**src/rtl/jesd_tx_sync.sv**
```systemverilog
// JESD204B transmit link-layer synchronization for a single lane.
// Runs CGS (/K/ fill), a multi-multiframe ILAS locked to the LMFC, then user
// data pass-through. Also watches SYNC~ for error reports and resync requests.
module jesd_tx_sync #(
  parameter int PARALLEL_OCTETS       = 4,
  parameter int OCTETS_PER_MULTIFRAME = 32,
  parameter int ILAS_MULTIFRAMES      = 4,
  parameter int SYNC_RESYNC_BEATS     = 5
) (
  input  logic                         clk_i,
  input  logic                         rst_i,
  input  logic                         sync_ni,
  input  logic                         lmfc_edge_i,
  input  logic [111:0]                 cfg_i,
  input  logic [8*PARALLEL_OCTETS-1:0] data_i,
  output logic                         data_ready_o,
  output logic [8*PARALLEL_OCTETS-1:0] tx_data_o,
  output logic [PARALLEL_OCTETS-1:0]   tx_charisk_o,
  output logic                         link_up_o,
  output logic [7:0]                   sync_err_cnt_o
);

  localparam int P      = PARALLEL_OCTETS;
  localparam int B      = OCTETS_PER_MULTIFRAME / PARALLEL_OCTETS;
  localparam int BEAT_W = (B > 1) ? $clog2(B) : 1;
  localparam int MF_W   = $clog2(ILAS_MULTIFRAMES);
  localparam int LOW_W  = $clog2(SYNC_RESYNC_BEATS + 1);

  localparam logic [7:0] K28_0 = 8'h1C;  // start of multiframe
  localparam logic [7:0] K28_3 = 8'h7C;  // end of multiframe
  localparam logic [7:0] K28_4 = 8'h9C;  // start of configuration data
  localparam logic [7:0] K28_5 = 8'hBC;  // code-group sync

  typedef enum logic [1:0] {
    ST_CGS       = 2'd0,
    ST_WAIT_LMFC = 2'd1,
    ST_ILAS      = 2'd2,
    ST_DATA      = 2'd3
  } state_t;

  state_t              state_reg, state_next;
  logic [BEAT_W-1:0]   beat_reg, beat_next;
  logic [MF_W-1:0]     mf_reg, mf_next;
  logic [LOW_W-1:0]    low_reg, low_next;
  logic [7:0]          err_reg, err_next;
  logic [8*P-1:0]      tx_data_reg, tx_data_next;
  logic [P-1:0]        charisk_reg, charisk_next;
  logic                link_up_reg, link_up_next;

  // ILAS position actually being generated; zero outside ILAS so the
  // WAIT_LMFC load naturally produces multiframe 0, beat 0.
  logic [BEAT_W-1:0]   sel_beat;
  logic [MF_W-1:0]     sel_mf;
  logic [BEAT_W-1:0]   adv_beat;
  logic [MF_W-1:0]     adv_mf;
  logic                beat_last;
  logic                ilas_last;
  logic [LOW_W-1:0]    low_inc;
  logic [127:0]        cfg_pad;
  logic [8*P-1:0]      ilas_data;
  logic [P-1:0]        ilas_k;

  assign sel_beat  = (state_reg == ST_ILAS) ? beat_reg : '0;
  assign sel_mf    = (state_reg == ST_ILAS) ? mf_reg : '0;
  assign beat_last = (sel_beat == BEAT_W'(B - 1));
  assign adv_beat  = beat_last ? '0 : sel_beat + BEAT_W'(1);
  assign adv_mf    = beat_last ? sel_mf + MF_W'(1) : sel_mf;
  assign ilas_last = beat_last && (sel_mf == MF_W'(ILAS_MULTIFRAMES - 1));
  assign low_inc   = low_reg + LOW_W'(1);
  // Pad the 14 config octets to 16 so a 4-bit octet select never runs off the end.
  assign cfg_pad   = {16'h0000, cfg_i};

  genvar gi;
  generate
    for (gi = 0; gi < P; gi++) begin : g_lane
      logic [15:0] oct_idx;
      logic [3:0]  cfg_sel;
      logic [7:0]  oct;
      logic        oct_k;

      assign oct_idx = 16'(sel_beat) * 16'(P) + 16'(gi);
      assign cfg_sel = 4'(oct_idx - 16'd2);

      // ILAS octet for this lane: frame markers, config block in multiframe 1, ramp elsewhere.
      always_comb begin
        oct_k = 1'b0;
        oct   = oct_idx[7:0];
        if (oct_idx == 16'd0) begin
          oct_k = 1'b1;
          oct   = K28_0;
        end else if (oct_idx == 16'(OCTETS_PER_MULTIFRAME - 1)) begin
          oct_k = 1'b1;
          oct   = K28_3;
        end else if (sel_mf == MF_W'(1)) begin
          if (oct_idx == 16'd1) begin
            oct_k = 1'b1;
            oct   = K28_4;
          end else if (oct_idx <= 16'd15) begin
            oct = cfg_pad[{cfg_sel, 3'b000} +: 8];
          end
        end
      end

      assign ilas_data[8*gi +: 8] = oct;
      assign ilas_k[gi]           = oct_k;
    end
  endgenerate

  // Next-state, next-output and SYNC~ monitor logic.
  always_comb begin
    state_next   = state_reg;
    beat_next    = '0;
    mf_next      = '0;
    low_next     = '0;
    err_next     = err_reg;
    tx_data_next = {P{K28_5}};
    charisk_next = '1;
    link_up_next = 1'b0;

    case (state_reg)
      ST_CGS: begin
        if (sync_ni) state_next = ST_WAIT_LMFC;
      end
      ST_WAIT_LMFC: begin
        if (!sync_ni) begin
          state_next = ST_CGS;
        end else if (lmfc_edge_i) begin
          state_next   = ST_ILAS;
          tx_data_next = ilas_data;
          charisk_next = ilas_k;
          beat_next    = adv_beat;
          mf_next      = adv_mf;
        end
      end
      ST_ILAS: begin
        tx_data_next = ilas_data;
        charisk_next = ilas_k;
        beat_next    = adv_beat;
        mf_next      = adv_mf;
        if (ilas_last) state_next = ST_DATA;
      end
      ST_DATA: begin
        tx_data_next = data_i;
        charisk_next = '0;
        link_up_next = 1'b1;
      end
      default: state_next = ST_CGS;
    endcase

    // A resync request overrides the ILAS->DATA step taken above.
    if (state_reg == ST_ILAS || state_reg == ST_DATA) begin
      if (!sync_ni) begin
        if (low_inc == LOW_W'(SYNC_RESYNC_BEATS)) begin
          state_next = ST_CGS;
        end else begin
          low_next = low_inc;
        end
      end else if (low_reg != '0) begin
        if (err_reg != 8'hFF) err_next = err_reg + 8'd1;
      end
    end
  end

  // State, counters and registered outputs.
  always_ff @(posedge clk_i or posedge rst_i) begin
    if (rst_i) begin
      state_reg   <= ST_CGS;
      beat_reg    <= '0;
      mf_reg      <= '0;
      low_reg     <= '0;
      err_reg     <= '0;
      tx_data_reg <= {P{K28_5}};
      charisk_reg <= '1;
      link_up_reg <= 1'b0;
    end else begin
      state_reg   <= state_next;
      beat_reg    <= beat_next;
      mf_reg      <= mf_next;
      low_reg     <= low_next;
      err_reg     <= err_next;
      tx_data_reg <= tx_data_next;
      charisk_reg <= charisk_next;
      link_up_reg <= link_up_next;
    end
  end

  assign data_ready_o   = (state_reg == ST_DATA);
  assign tx_data_o      = tx_data_reg;
  assign tx_charisk_o   = charisk_reg;
  assign link_up_o      = link_up_reg;
  assign sync_err_cnt_o = err_reg;

endmodule
```
**config.mk**
```make
export PLATFORM = sky130hd
export DESIGN_NAME = jesd_tx_sync
export DESIGN_NICKNAME = d
export VERILOG_FILES = /design/src/rtl/jesd_tx_sync.sv
export SDC_FILE = /design/constraint.sdc
export NUM_CORES = 1
export LEC_CHECK = 0
export ABC_CLOCK_PERIOD_IN_PS = 3300
export CAP_MARGIN = 20
export CORE_MARGIN = 1
export CORE_UTILIZATION = 35
export CTS_CLUSTER_SIZE = 14
export DETAILED_ROUTE_END_ITERATION = 6
export PLACE_DENSITY_LB_ADDON = 0.2
export SLEW_MARGIN = 20
export SYNTH_ARGS = -nofsm -noshare
export SYNTH_HDL_FRONTEND = slang
export SYNTH_SLANG_ARGS = --single-unit
export TNS_END_PERCENT = 20
```
**constraint.sdc**
```tcl
create_clock -name clk_i -period 3.3 [get_ports clk_i]
set_input_delay 0.66 -clock clk_i [delete_from_list [all_inputs] [get_ports clk_i]]
set_output_delay 0.66 -clock clk_i [all_outputs]
set_load 0.03 [all_outputs]
```
Word level (Yosys, flattened, before mapping)
Cells that the tools add are included.
{ "word_totals": {"regBits": 55, "output_inout_bits": 46} }
{ "classes": {"addsub": 11, "order_cmp": 4, "n_eq_ne": 14, "shift": 4, "muxes": 59, "reduce_logical": 9} }
{ "op_table": {"columns": ["operator", "count"], "rows": [
  ["$shiftx 128x8->8", 4],
  ["$mux 8", 18],
  ["$pmux 32 s3", 1],
  ["$logic_not 16->1", 4],
  ["$mux 32", 2],
  ["$mux 2", 11],
  ["$mux 3", 7],
  ["$eq 6x1->1 const B", 3],
  ["$eq 6x5->1 const B", 3],
  ["$le 6x4->1 const B", 3],
  ["$sub 4x2->4 const B", 4],
  ["$mux 1", 14],
  ["$add 5x2->6 const B", 2],
  ["$pmux 4 s3", 1],
  ["$add 8x1->8 const B", 1],
  ["$mux 4", 2],
  ["$ne 8x8->1 const B", 1],
  ["$add 3x1->3 const B", 2],
  ["$add 5x1->6 const B", 1],
  ["$eq 2x2->1 const B", 3],
  ["$eq 3x3->1 const B", 2],
  ["$pmux 2 s3", 1],
  ["$pmux 3 s2", 1],
  ["$le 5x4->1 const B", 1],
  ["other kinds (8)", 9]
]} }

Longest topological paths before layout
{ "logic_depth": {"word_depth": 13, "depth_mapped": 13, "depth_no_buf": 10} }

Least setup slack after synthesis
No wires, ideal clock.
{ "synth_timing": {"path_kind": "register to register", "from": "register state_reg[0]", "to": "register tx_data_reg[12] (netlist: tx_data_o[12])", "t_arrival_ns": 2.528, "slack_ns": 0.688, "path_stages_with_launch": 13, "path_buffers": 3, "synth_period_minus_slack_ns": 2.612, "cell_sequence": "dfrtp_1 -> inv_1 -> ha_1 -> and2_1 -> buf_4 -> inv_2 -> buf_6 -> buf_2 -> ha_1 -> a31oi_1 -> mux2i_1 -> o221ai_1 -> a221o_1"} }
{ "synth_via": {"elab_chain_len": 13} }
{ "synth_lines": {"columns": ["item", "line", "rtl"], "rows": [
  ["from (decl)", "41", "state_t state_reg, state_next;"],
  ["from (signal assigned)", "176", "state_reg <= state_next;"],
  ["$eq 2x2->1", "63, 64, 120", null],
  ["$mux 3", "63", "assign sel_beat = (state_reg == ST_ILAS) ? beat_reg : '0;"],
  ["$add 5x1->6", "81", "assign oct_idx = 16'(sel_beat) * 16'(P) + 16'(gi);"],
  ["$sub 4x2->4", "82", "assign cfg_sel = 4'(oct_idx - 16'd2);"],
  ["$shiftx 128x8->8", "99", "oct = cfg_pad[{cfg_sel, 3'b000} +: 8];"],
  ["$mux 8", "98", "end else if (oct_idx <= 16'd15) begin"],
  ["$mux 8", "95", "if (oct_idx == 16'd1) begin"],
  ["$mux 8", "94", "end else if (sel_mf == MF_W'(1)) begin"],
  ["$mux 8", "91", "end else if (oct_idx == 16'(OCTETS_PER_MULTIFRAME - 1)) begin"],
  ["$mux 8", "88", "if (oct_idx == 16'd0) begin"],
  ["$mux 32", "127", "end else if (lmfc_edge_i) begin"],
  ["$mux 32", "125", "if (!sync_ni) begin"],
  ["$pmux 32 s3 (*)", "120", "case (state_reg)"],
  ["named net tx_data_next[12]", "46", "logic [8*P-1:0] tx_data_reg, tx_data_next;"],
  ["to (signal assigned)", "172", "tx_data_reg <= {P{K28_5}};"],
  ["to (signal assigned)", "181", "tx_data_reg <= tx_data_next;"],
  ["to (decl)", "46", null]
]} }
Mark *: on every way through the listed nets, which the timed path passes. The rest lies on a longest branch.
A chain may end at the register's enable or synchronous reset.

Worst setup path in the final report
{ "layout_timing": {"from": "register state_reg[0]", "to": "register tx_data_reg[26] (netlist: tx_data_o[26])"} }
{ "layout_via": {"elab_chain_len": 13} }
{ "layout_lines": {"columns": ["item", "line"], "rows": [
  ["$eq 2x2->1", "63, 64, 120"],
  ["$mux 3", "63"],
  ["$add 5x2->6", "81"],
  ["$sub 4x2->4", "82"],
  ["$shiftx 128x8->8", "99"],
  ["$mux 8", "98"],
  ["$mux 8", "95"],
  ["$mux 8", "94"],
  ["$mux 8", "91"],
  ["$mux 8", "88"],
  ["$mux 32", "127"],
  ["$mux 32", "125"],
  ["$pmux 32 s3 (*)", "120"],
  ["named net tx_data_next[26]", "46"]
]} }
Marks and branches as above.

==> impl_metrics.yaml <==
worst_setup_path:
  cpPeakStageDelay_ps: 420
  critPathRequiredTime_ps: 3560
  slowest_stage: "dfrtp_1"
  arrival_ps: 2790
  crit_chain: "inv_1, ha_1, buf_4, and2_1, ha_1, nand2b_1, a2111oi_4, o211ai_1, a22o_1"
  cp_max_fo: 29
  start_kind: "flip-flop"
  path_class: "flip-flop to flip-flop"
  end_kind: "flip-flop"
  crit_top_cell: "ha_1"
floorplanning:
  die_w_um: 104
  start_util: 0.368
  die_h_um: 104
  dieArea_um2: 10800
  placementRows: 36
  io_pins: 194
  core_um2: 9910
cells_and_area:
  final_core_util: 0.583
  drive_gt1_frac: 0.105
  areaGrowthSynthToFinish_pct: 58.5
  nets: 740
  final_cell_mix: "clkdlybuf4s50_1 (193), nand2_1 (55), dfrtp_1 (31)"
  final_common_cell: "clkdlybuf4s50_1"
  diodes: 0
  largest_reg_flops: 32
synthesis:
  ys_seq_area_frac: 0.386
  syn_area_per_cell_um2: 9.11
  synth_edf_count: 0
  synthArstFlopShare: 1.00
  synth_area_leaders: "dfrtp_1 (21%), dfstp_2 (17%), nand2_1 (5.7%)"
  syn_area_um2: 3640
  yosys.area.top_type_share: 0.213
  ys_ff_latch: 55
  synth_nets: 560
  synth_ff_type: "dfrtp_1"
  synthCells: 400
  yosysTopAreaCell: "dfrtp_1"
  ys_types: 59
  yosys_warnings: 0
drt:
  drtIter0Drc: 166
  ant_nets: 0
  routedWlPerCell_um: 18.3
  via_count: 3808
  wirelength_um: 13100
  drc: 0
  drt_pass1_iterations: 4
  vias_per_cell: 5.33
grt:
  track_usage: 0.243
  antenna_found_initial: 0
  grt_max_degree: 40
  grt_remaining_overflow: 0
  grt_pass1_wl_um: 20600
  grt_pass1_vias: 3959
clocking:
  cts_setup_buffers: 0
  ctsResizeCount: 0
  clockRootBuffer: "clkbuf_8"
  clockBufferDepth: 2
  cts_tree: "built"
  htree_num_levels: 2
  cts_sinks: 55
  ctsHoldBuffers: 0
  cts-buffers-inserted: 5
  clk_pin_slew_ps: 110
  worst_skew_pair.late_latency_ps: 330
sta:
  slew_headroom: 0.451
  tns_ps: 0
  rsz0062_at_grt: "no"
  finalCriticalPeriod_ps: 2530
  drv_slew: 0
  finalHoldViolations: 0
  finalCritPeriodShare: 0.767
  max_freq_ghz: 0.395
  worst_pin_slew_ps: 824
  finClkSkew_ps: 16.4
  fin_hold_ws_ps: 489
  setup_violations: 0
worst_hold_path:
  min_path_type: "flip-flop to flip-flop"
status:
  status: "finished, final reports clean"
place:
  gp_congestion: 0.833
  place.detailed.hpwl_um: 9940
  portBuffers: 193
pwr:
  p_leak_nw: 2.31
  max-vdd-ir-drop_mv: 0.263
  p_per_area_nw_per_um2: 640
run:
  max_cap_viol_count: 0
## cells in the mapped netlist, types with 6 or more instances
library cell  count
nor2_1           23
a221o_1           9
xor2_1            8
mux2i_1          16
a21oi_1          22
nor2b_1          13
and3_1            6
nor3_1            7
o21ai_0          11
dfstp_2          24
buf_2            13
nand3_1           8
a211oi_1         15
ha_1             12
and2_1           11
nand2_1          55
clkbuf_1          9
dfrtp_1          31
inv_1            11
mux2_2            6
a31oi_1          10
o211ai_1          7
## layer usage
layer | vias up | track usage | wire (um)
met2 | 159 | 0.429 | 6470
met4 | 0 | 0.0776 | 238
met3 | 17 | 0.0658 | 1080
met5 | - | 0 | 0
met1 | 1821 | 0.285 | 5290
li1 | 1811 | - | -
## stage by stage
step                total power [mW]  area (um^2)  worst slack [ps]  std cells
floorplan                       2.39         3640               688        400
global placement                3.19         5660               805        706
detailed placement              3.23         5660               762        706
CTS                             3.71         5780               736        714
global route                    3.90         5780               523        714
finish                          3.69         5780               770        714
## critical path: cells and delay by family (launching register included)
| family | cells | cell delay [ps] |
|---|---|---|
| AOI/OAI and AO/OA | 3 | 780 |
| and+or+nand+nor | 2 | 390 |
| DFF | 1 | 420 |
| buffers and inverters | 2 | 430 |
| adders and majority gates | 2 | 480 |
## power breakdown
group,leakage (nW),internal (mW),switching [mW]
registers,0.671,1.00,0.102
clock network,0.0587,0.231,0.247
logic,1.58,0.893,1.22
## final timing paths
path                              startpoint              end  slack (ps)  cells past startpoint
worst min-delay path              low_reg[0]       low_reg[0]         490                      1
worst min register to register    low_reg[0]       low_reg[0]         490                      1
worst max-delay path            state_reg[0]    tx_data_o[26]         770                      9
worst max register to register  state_reg[0]    tx_data_o[26]         770                      9
min in group asynchronous              rst_i    tx_data_o[17]         770                      2
max in group asynchronous              rst_i  tx_charisk_o[2]        1860                      3
## cell type report
type / instances / area [um^2]
clock buffer: 5 / 68.8
tap: 133 / 166
multi-input combinational: 302 / 2020
timing repair buffer: 203 / 2020
clock inverter: 3 / 47.5
sequential: 55 / 1410
fill: 916 / 4130
inverter: 13 / 48.8
## kinds of logic after synthesis
kind of cell | synth area share
simple gates | 0.192
compound gates | 0.237
flops | 0.386
buf+inv | 0.0601
mux | 0.0625
fa+ha+maj | 0.0412
xor+xnor | 0.0216
Note: power is estimated with default switching activity, not from simulation.
